[src/rtl/mem_stage_pkg.sv]
// Shared types and default widths for the MEM stage of the 24-bit pipeline.
package mem_stage_pkg;

    localparam int DATA_W_DEFAULT  = 24;
    localparam int DEST_W_DEFAULT  = 4;
    localparam int ADDR_W_DEFAULT  = 16;
    localparam int TIMEOUT_DEFAULT = 15;

    typedef enum logic {
        IDLE   = 1'b0,
        ACCESS = 1'b1
    } mem_state_t;

endpackage

[src/rtl/mem_access_stage_if.sv]
// Data-RAM request/ready bus between the MEM stage (master) and the RAM (slave).
interface mem_access_stage_if #(
    parameter int DATA_W = mem_stage_pkg::DATA_W_DEFAULT,
    parameter int ADDR_W = mem_stage_pkg::ADDR_W_DEFAULT
) ();

    logic              mem_req;
    logic              mem_we;
    logic [ADDR_W-1:0] mem_addr;
    logic [DATA_W-1:0] mem_wdata;
    logic              mem_ready;
    logic [DATA_W-1:0] mem_rdata;

    modport master (
        output mem_req, mem_we, mem_addr, mem_wdata,
        input  mem_ready, mem_rdata
    );

    modport slave (
        input  mem_req, mem_we, mem_addr, mem_wdata,
        output mem_ready, mem_rdata
    );

endinterface

[src/rtl/mem_timeout_counter.sv]
// Counts ACCESS cycles; expired is high in the TIMEOUT-th enabled cycle since clear.
module mem_timeout_counter #(
    parameter int TIMEOUT = mem_stage_pkg::TIMEOUT_DEFAULT
) (
    input  logic clk,
    input  logic rst,
    input  logic clear,
    input  logic enable,
    output logic expired
);

    localparam int CNT_W = $clog2(TIMEOUT + 1);

    logic [CNT_W-1:0] count_r;

    assign expired = enable & (count_r == CNT_W'(TIMEOUT - 1));

    // Cycle counter: cleared on entry to ACCESS, saturates once expired.
    always_ff @(posedge clk or negedge rst) begin
        if (!rst) begin
            count_r <= '0;
        end else if (clear) begin
            count_r <= '0;
        end else if (enable & ~expired) begin
            count_r <= count_r + CNT_W'(1);
        end else begin
            count_r <= count_r;
        end
    end

endmodule

[src/rtl/mem_access_stage.sv]
// MEM stage: issues loads/stores over a req/ready bus and stalls upstream until done.
// Optional access watchdog enabled by defining MEM_ACCESS_TIMEOUT_EN.
module mem_access_stage
    import mem_stage_pkg::*;
#(
    parameter int DATA_W = DATA_W_DEFAULT,
    parameter int DEST_W = DEST_W_DEFAULT,
`ifdef MEM_ACCESS_TIMEOUT_EN
    parameter int TIMEOUT = TIMEOUT_DEFAULT,
`endif
    parameter int ADDR_W = ADDR_W_DEFAULT
) (
    input  logic              clk,
    input  logic              rst,
    input  logic              writeback_enable_in,
    input  logic              mem_read_enable_in,
    input  logic              mem_write_enable_in,
    input  logic [DEST_W-1:0] instruction_dest_in,
    input  logic [DATA_W-1:0] alu_result_in,
    input  logic [DATA_W-1:0] write_data_in,
    output logic              stall,
    mem_access_stage_if.master mem_bus,
    output logic              writeback_enable_out,
    output logic [DEST_W-1:0] instruction_dest_out,
    output logic [DATA_W-1:0] result_out,
    output logic              mem_error_out
);

    mem_state_t        state_r;
    logic              mem_op_s;
    logic              abort_s;
    logic              mem_req_r;
    logic              mem_we_r;
    logic [ADDR_W-1:0] mem_addr_r;
    logic [DATA_W-1:0] mem_wdata_r;
    logic              read_r;
    logic [DATA_W-1:0] alu_lat_r;
    logic [DEST_W-1:0] dest_lat_r;
    logic              wb_lat_r;
    logic              wb_out_r;
    logic [DEST_W-1:0] dest_out_r;
    logic [DATA_W-1:0] result_r;
    logic              error_r;

    assign mem_op_s = mem_read_enable_in | mem_write_enable_in;

`ifdef MEM_ACCESS_TIMEOUT_EN
    logic expired_s;

    mem_timeout_counter #(
        .TIMEOUT (TIMEOUT)
    ) u_timeout (
        .clk     (clk),
        .rst     (rst),
        .clear   ((state_r == IDLE) & mem_op_s),
        .enable  (state_r == ACCESS),
        .expired (expired_s)
    );

    // A ready arriving in the expiry cycle still completes the access.
    assign abort_s = expired_s & ~mem_bus.mem_ready;
`else
    assign abort_s = 1'b0;
`endif

    // Upstream advances on the same edge the access completes or aborts.
    assign stall = mem_op_s & ~((state_r == ACCESS) & (mem_bus.mem_ready | abort_s));

    assign mem_bus.mem_req   = mem_req_r;
    assign mem_bus.mem_we    = mem_we_r;
    assign mem_bus.mem_addr  = mem_addr_r;
    assign mem_bus.mem_wdata = mem_wdata_r;

    assign writeback_enable_out = wb_out_r;
    assign instruction_dest_out = dest_out_r;
    assign result_out           = result_r;
    assign mem_error_out        = error_r;

    // IDLE/ACCESS sequencer with all bus and write-back outputs registered.
    always_ff @(posedge clk or negedge rst) begin
        if (!rst) begin
            state_r     <= IDLE;
            mem_req_r   <= 1'b0;
            mem_we_r    <= 1'b0;
            mem_addr_r  <= '0;
            mem_wdata_r <= '0;
            read_r      <= 1'b0;
            alu_lat_r   <= '0;
            dest_lat_r  <= '0;
            wb_lat_r    <= 1'b0;
            wb_out_r    <= 1'b0;
            dest_out_r  <= '0;
            result_r    <= '0;
            error_r     <= 1'b0;
        end else begin
            error_r <= 1'b0;
            case (state_r)
                IDLE: begin
                    if (mem_op_s) begin
                        state_r     <= ACCESS;
                        mem_req_r   <= 1'b1;
                        mem_we_r    <= mem_write_enable_in;
                        mem_addr_r  <= alu_result_in[ADDR_W-1:0];
                        mem_wdata_r <= write_data_in;
                        read_r      <= mem_read_enable_in & ~mem_write_enable_in;
                        alu_lat_r   <= alu_result_in;
                        dest_lat_r  <= instruction_dest_in;
                        wb_lat_r    <= writeback_enable_in;
                        wb_out_r    <= 1'b0;
                    end else begin
                        wb_out_r   <= writeback_enable_in;
                        dest_out_r <= instruction_dest_in;
                        result_r   <= alu_result_in;
                    end
                end
                ACCESS: begin
                    if (mem_bus.mem_ready) begin
                        state_r    <= IDLE;
                        mem_req_r  <= 1'b0;
                        result_r   <= read_r ? mem_bus.mem_rdata : alu_lat_r;
                        dest_out_r <= dest_lat_r;
                        wb_out_r   <= wb_lat_r;
                    end else if (abort_s) begin
                        state_r   <= IDLE;
                        mem_req_r <= 1'b0;
                        wb_out_r  <= 1'b0;
                        error_r   <= 1'b1;
                    end else begin
                        wb_out_r <= 1'b0;
                    end
                end
                default: begin
                    state_r   <= IDLE;
                    mem_req_r <= 1'b0;
                    wb_out_r  <= 1'b0;
                end
            endcase
        end
    end

endmodule

[src/flat_wrapper.sv]
// flat-port wrapper written by rule: the top's interface ports become plain ports
module mem_access_stage_flat import mem_stage_pkg::*;
#(
    parameter int DATA_W = DATA_W_DEFAULT,
    parameter int DEST_W = DEST_W_DEFAULT,

    parameter int ADDR_W = ADDR_W_DEFAULT
)
  (clk, rst, writeback_enable_in, mem_read_enable_in, mem_write_enable_in, instruction_dest_in, alu_result_in, write_data_in, stall, writeback_enable_out, instruction_dest_out, result_out, mem_error_out, mem_bus_mem_req, mem_bus_mem_we, mem_bus_mem_addr, mem_bus_mem_wdata, mem_bus_mem_ready, mem_bus_mem_rdata);
  mem_access_stage_if #(.DATA_W(DATA_W), .ADDR_W(ADDR_W)) mem_bus_i ();
  input  logic clk;
  input  logic rst;
  input  logic writeback_enable_in;
  input  logic mem_read_enable_in;
  input  logic mem_write_enable_in;
  input  logic [DEST_W-1:0] instruction_dest_in;
  input  logic [DATA_W-1:0] alu_result_in;
  input  logic [DATA_W-1:0] write_data_in;
  output logic stall;
  output logic writeback_enable_out;
  output logic [DEST_W-1:0] instruction_dest_out;
  output logic [DATA_W-1:0] result_out;
  output logic mem_error_out;
  output wire logic [$bits(mem_bus_i.mem_req)-1:0] mem_bus_mem_req;
  output wire logic [$bits(mem_bus_i.mem_we)-1:0] mem_bus_mem_we;
  output wire logic [$bits(mem_bus_i.mem_addr)-1:0] mem_bus_mem_addr;
  output wire logic [$bits(mem_bus_i.mem_wdata)-1:0] mem_bus_mem_wdata;
  input wire logic [$bits(mem_bus_i.mem_ready)-1:0] mem_bus_mem_ready;
  input wire logic [$bits(mem_bus_i.mem_rdata)-1:0] mem_bus_mem_rdata;
  assign mem_bus_mem_req = mem_bus_i.mem_req;
  assign mem_bus_mem_we = mem_bus_i.mem_we;
  assign mem_bus_mem_addr = mem_bus_i.mem_addr;
  assign mem_bus_mem_wdata = mem_bus_i.mem_wdata;
  assign mem_bus_i.mem_ready = mem_bus_mem_ready;
  assign mem_bus_i.mem_rdata = mem_bus_mem_rdata;
  mem_access_stage #(.DATA_W(DATA_W), .DEST_W(DEST_W), .ADDR_W(ADDR_W)) u_core (.clk(clk), .rst(rst), .writeback_enable_in(writeback_enable_in), .mem_read_enable_in(mem_read_enable_in), .mem_write_enable_in(mem_write_enable_in), .instruction_dest_in(instruction_dest_in), .alu_result_in(alu_result_in), .write_data_in(write_data_in), .stall(stall), .mem_bus(mem_bus_i), .writeback_enable_out(writeback_enable_out), .instruction_dest_out(instruction_dest_out), .result_out(result_out), .mem_error_out(mem_error_out));
endmodule
[config.mk]
export PLATFORM = sky130hd
export DESIGN_NAME = mem_access_stage_flat
export DESIGN_NICKNAME = d
export VERILOG_FILES = /design/src/rtl/mem_stage_pkg.sv /design/src/rtl/mem_access_stage_if.sv /design/src/rtl/mem_timeout_counter.sv /design/src/rtl/mem_access_stage.sv /design/src/flat_wrapper.sv
export SDC_FILE = /design/constraint.sdc
export NUM_CORES = 1
export LEC_CHECK = 0
export ABC_AREA = 1
export CAP_MARGIN = 40
export CORE_MARGIN = 1.5
export CORE_UTILIZATION = 25
export CTS_CLUSTER_SIZE = 8
export DETAILED_ROUTE_END_ITERATION = 8
export SLEW_MARGIN = 0
export SYNTH_ARGS = -nofsm -noshare
export SYNTH_HDL_FRONTEND = slang
export SYNTH_SLANG_ARGS = --single-unit
[constraint.sdc]
create_clock -name clk -period 1.3 [get_ports clk]
set_input_delay 0.13 -clock clk [delete_from_list [all_inputs] [get_ports clk]]
set_output_delay 0.13 -clock clk [all_outputs]
set_load 0.01 [all_outputs]
==> summary.md <==
| Metric | Value |
|---|---|
| CP endpoint | `stall` |
| Top delay family on crit path | `flip-flops` |
| Total routed wirelength | `about 12000 µm` |
| Layout cell share with drive strength beyond 1 | `8.07%` |
| Largest net degree at the start of global routing | `51` |
| Crit path largest cell delay | `around 0.45 ns` |
| Reg2reg start | `u_core.state_r$_DFF_PN0_` |
| Synth warnings | `0` |
| Placed instance count | `a little under 900` |
| Maximum Capacitance Violations | `0` |
| DRC | `0` |
| Crit share post-route | `99.4%` |
| Crit-path max FO | `4` |
| Synth Register Bits | `86` |
| Unrepaired setup endpoints after global routing | `yes` |
| Area contributors post-synth | `dfrtp_1, nand2_1, inv_1` |
| WS Path Type | `register to primary output` |
| Crit-path cells | `nand2_2 -> inv_2 -> nor2_2 -> buf_2` |
| Nets | `772` |
| Routability cong. | `between 0.7 and 0.8` |
| WHS | `about 0.29 ns` |
| Syn Area/Cell | `7.59 µm²` |
| CORE AREA | `0.0161 mm²` |
| Top Ports | `roughly 160` |
| Die extent in x | `132 µm` |
| FF-to-FF path depth | `5` |
| Total power | `between 9000 and 10000 µW` |
| Status | `finished clean` |
| Worst path depth | `4` |
| CTS Root Cell | `clkbuf_16` |
| Synth area leader | `dfrtp_1` |
| LEAKAGE | `around 0.0033 µW` |
| Critical Path Slowest Stage Cell | `dfrtp_2` |
| Worst skew pair latency | `0.35 ns` |
| Setup TNS | `0 ns` |
| Worst reg2reg setup slack | `0.04 ns` |
| Worst hold path class | `input pin to asynchronous set/reset pin` |
| CP arrival | `about 1.2 ns` |
| Worst Skew | `0.00669 ns` |
| CTS clock-pin slew for the worst setup and hold paths | `0.07 ns` |
| I/O Buffers | `153` |
| DP HPWL | `8050 µm` |
| Final hold viol count | `0` |
| Num CTS Buffers | `9` |
| Sequential-to-total area share from yosys stat | `51.8%` |
| Total Routing Usage GR | `13.9%` |
| Mapped Cells | `547` |
| CTS tree | `done` |
| Slew Limit Fails | `0` |
| DRT antenna net count | `0` |
| Total inserted antenna cells | `0` |
| Post-synth top area share | `between 50% and 60%` |
| Max IR drop VDD | `0.675 mV` |
| Netlist cell types | `17` |
| Drt pass-1 iters | `5` |
| Num rows | `46` |
| Critical Path Start | `u_core.state_r$_DFF_PN0_` |
| Post-DR vias/cell | `4.10` |
| Startpoint types | `register` |
| Wirelength per Cell | `13.4 µm` |
| CP Buf/Inv Count | `2` |
| Worst R2R End | `u_core.alu_lat_r[16]$_DFFE_PN0P_` |
| Initial antenna violation count | `0` |
| Post-layout min period | `1.29 ns` |
| WP data required | `1.17 ns` |
| Gr ovfl total | `0` |
| H-tree levels | `3` |
| First-pass GRT wire length | `19000 µm` |
| Max Root-Sink Buffers | `2` |
| End-of-flow core utilization | `38.8%` |
| Setup violators final | `0` |
| Via count | `3733` |
| Synthesized cell area | `0.00415 mm²` |
| Post-Synthesis Net Count | `629` |
| Die Footprint | `0.0174 mm²` |
| P&R area growth vs syn | `50.0%` |
| Die Y | `132 µm` |
| Clock Sinks | `86` |
| Starting Density | `about a quarter` |
| 1st-iter DRT viols | `180` |
| CP endpoint kind | `primary output` |
| Fmax | `774 MHz` |
| Non-filler cells, final | `910` |
| PD cells | `1470 mW/mm²` |
| Number of global-route vias before repair | `3568` |
## where the power goes
part | internal [µW] | switching [µW] | leakage (µW)
combinational | 1360 | 1570 | 0.00213
sequential | 3280 | 308 | 0.00106
clock | 1530 | 1100 | 0.000141
## cell usage after synthesis, drive strengths merged
master and instances:
o21ai 35, nor2 5, buf 40, clkbuf 5, dfrtp 86, conb 1
nand3 24, inv 58, nand2 293
## cells in the final DEF (no fill, tap or decap), types with 5 or more instances in the layout
cell type	instances
buf_12	9
buf_4	8
clkbuf_16	11
clkdlybuf4s50_1	80
dfrtp_1	85
dlygate4sd2_1	71
inv_1	54
nand2_1	290
nand3_1	24
o21ai_0	23
o21ai_1	7
o21ai_2	5
## flip-flops by register name, indices dropped and copies added, names as in the netlist
signal and flops:
u_core.alu_lat_r 24, u_core.mem_bus.mem_wdata 24, u_core.result_out 24, u_core.dest_lat_r 4
u_core.instruction_dest_out 4, u_core.mem_bus.mem_req 1, u_core.mem_bus.mem_we 1, u_core.read_r 1
u_core.state_r 1, u_core.wb_lat_r 1, u_core.writeback_enable_out 1
## kinds of logic after synthesis
family	after synthesis	synth area share (%)
and+or+nand+nor	322	30.3
AOI/OAI and AO/OA	35	4.67
buffers and inverters	103	13.1
DFF	86	51.8
other	1	0.0903
## area by class of cell
type,count,area (µm²)
clock inverter,5,58.8
timing repair buffer,177,1810
tap,216,270
inverter,58,233
multi-input combinational,358,1470
fill,1662,9830
sequential,86,2150
clock buffer,10,239
## repair_timing
action                     4_1_cts  5_1_grt
cloned                           0        3
hold endpoints to repair        86        0
hold buffers                     1        0
pin swaps                        0        3
resized for setup               78       16
setup endpoints to repair      106       65
buffers inserted                 0        3
## per-stage QoR
step           area [µm²]  setup slack, ns
2_1_floorplan        4150            0.109
3_3_place_gp         5860           -0.235
3_5_place_dp         5860           -0.267
4_1_cts              6080         -0.00271
5_1_grt              6230          -0.0558
6_report             6230          0.00828
## worst min-delay path: stages
cell and delay (ns):
dlygate4sd3_1 0.52, buf_4 0.14, buf_12 0.22
## layer usage
metal  global-route usage, %  vias to the layer above  share of wire, %
li1                        -                     1910                 -
met1                    17.3                     1697                45
met2                    22.5                      114                46
met3                    5.38                       12               8.3
met4                    3.89                        0               1.4
met5                       0                        -                 0
## worst min-delay path by stage
| stage | endpoint | cells after the start | slack (ns) | start |
|---|---|---|---|---|
| global route | u_core.mem_bus.mem_wdata[13]$_DFFE_PN0P_ | 3 | 0.31 | write_data_in[13] |
| global placement | u_core.alu_lat_r[9]$_DFFE_PN0P_ | 2 | 0.14 | rst |
| detailed placement | u_core.alu_lat_r[9]$_DFFE_PN0P_ | 2 | 0.13 | rst |
| finish | u_core.result_out[11]$_DFFE_PN0P_ | 3 | 0.29 | rst |
| CTS | u_core.alu_lat_r[9]$_DFFE_PN0P_ | 3 | 0.29 | rst |
| floorplan | u_core.alu_lat_r[0]$_DFFE_PN0P_ | 0 | -0.17 | rst |
(Power assumes the default switching activity.)
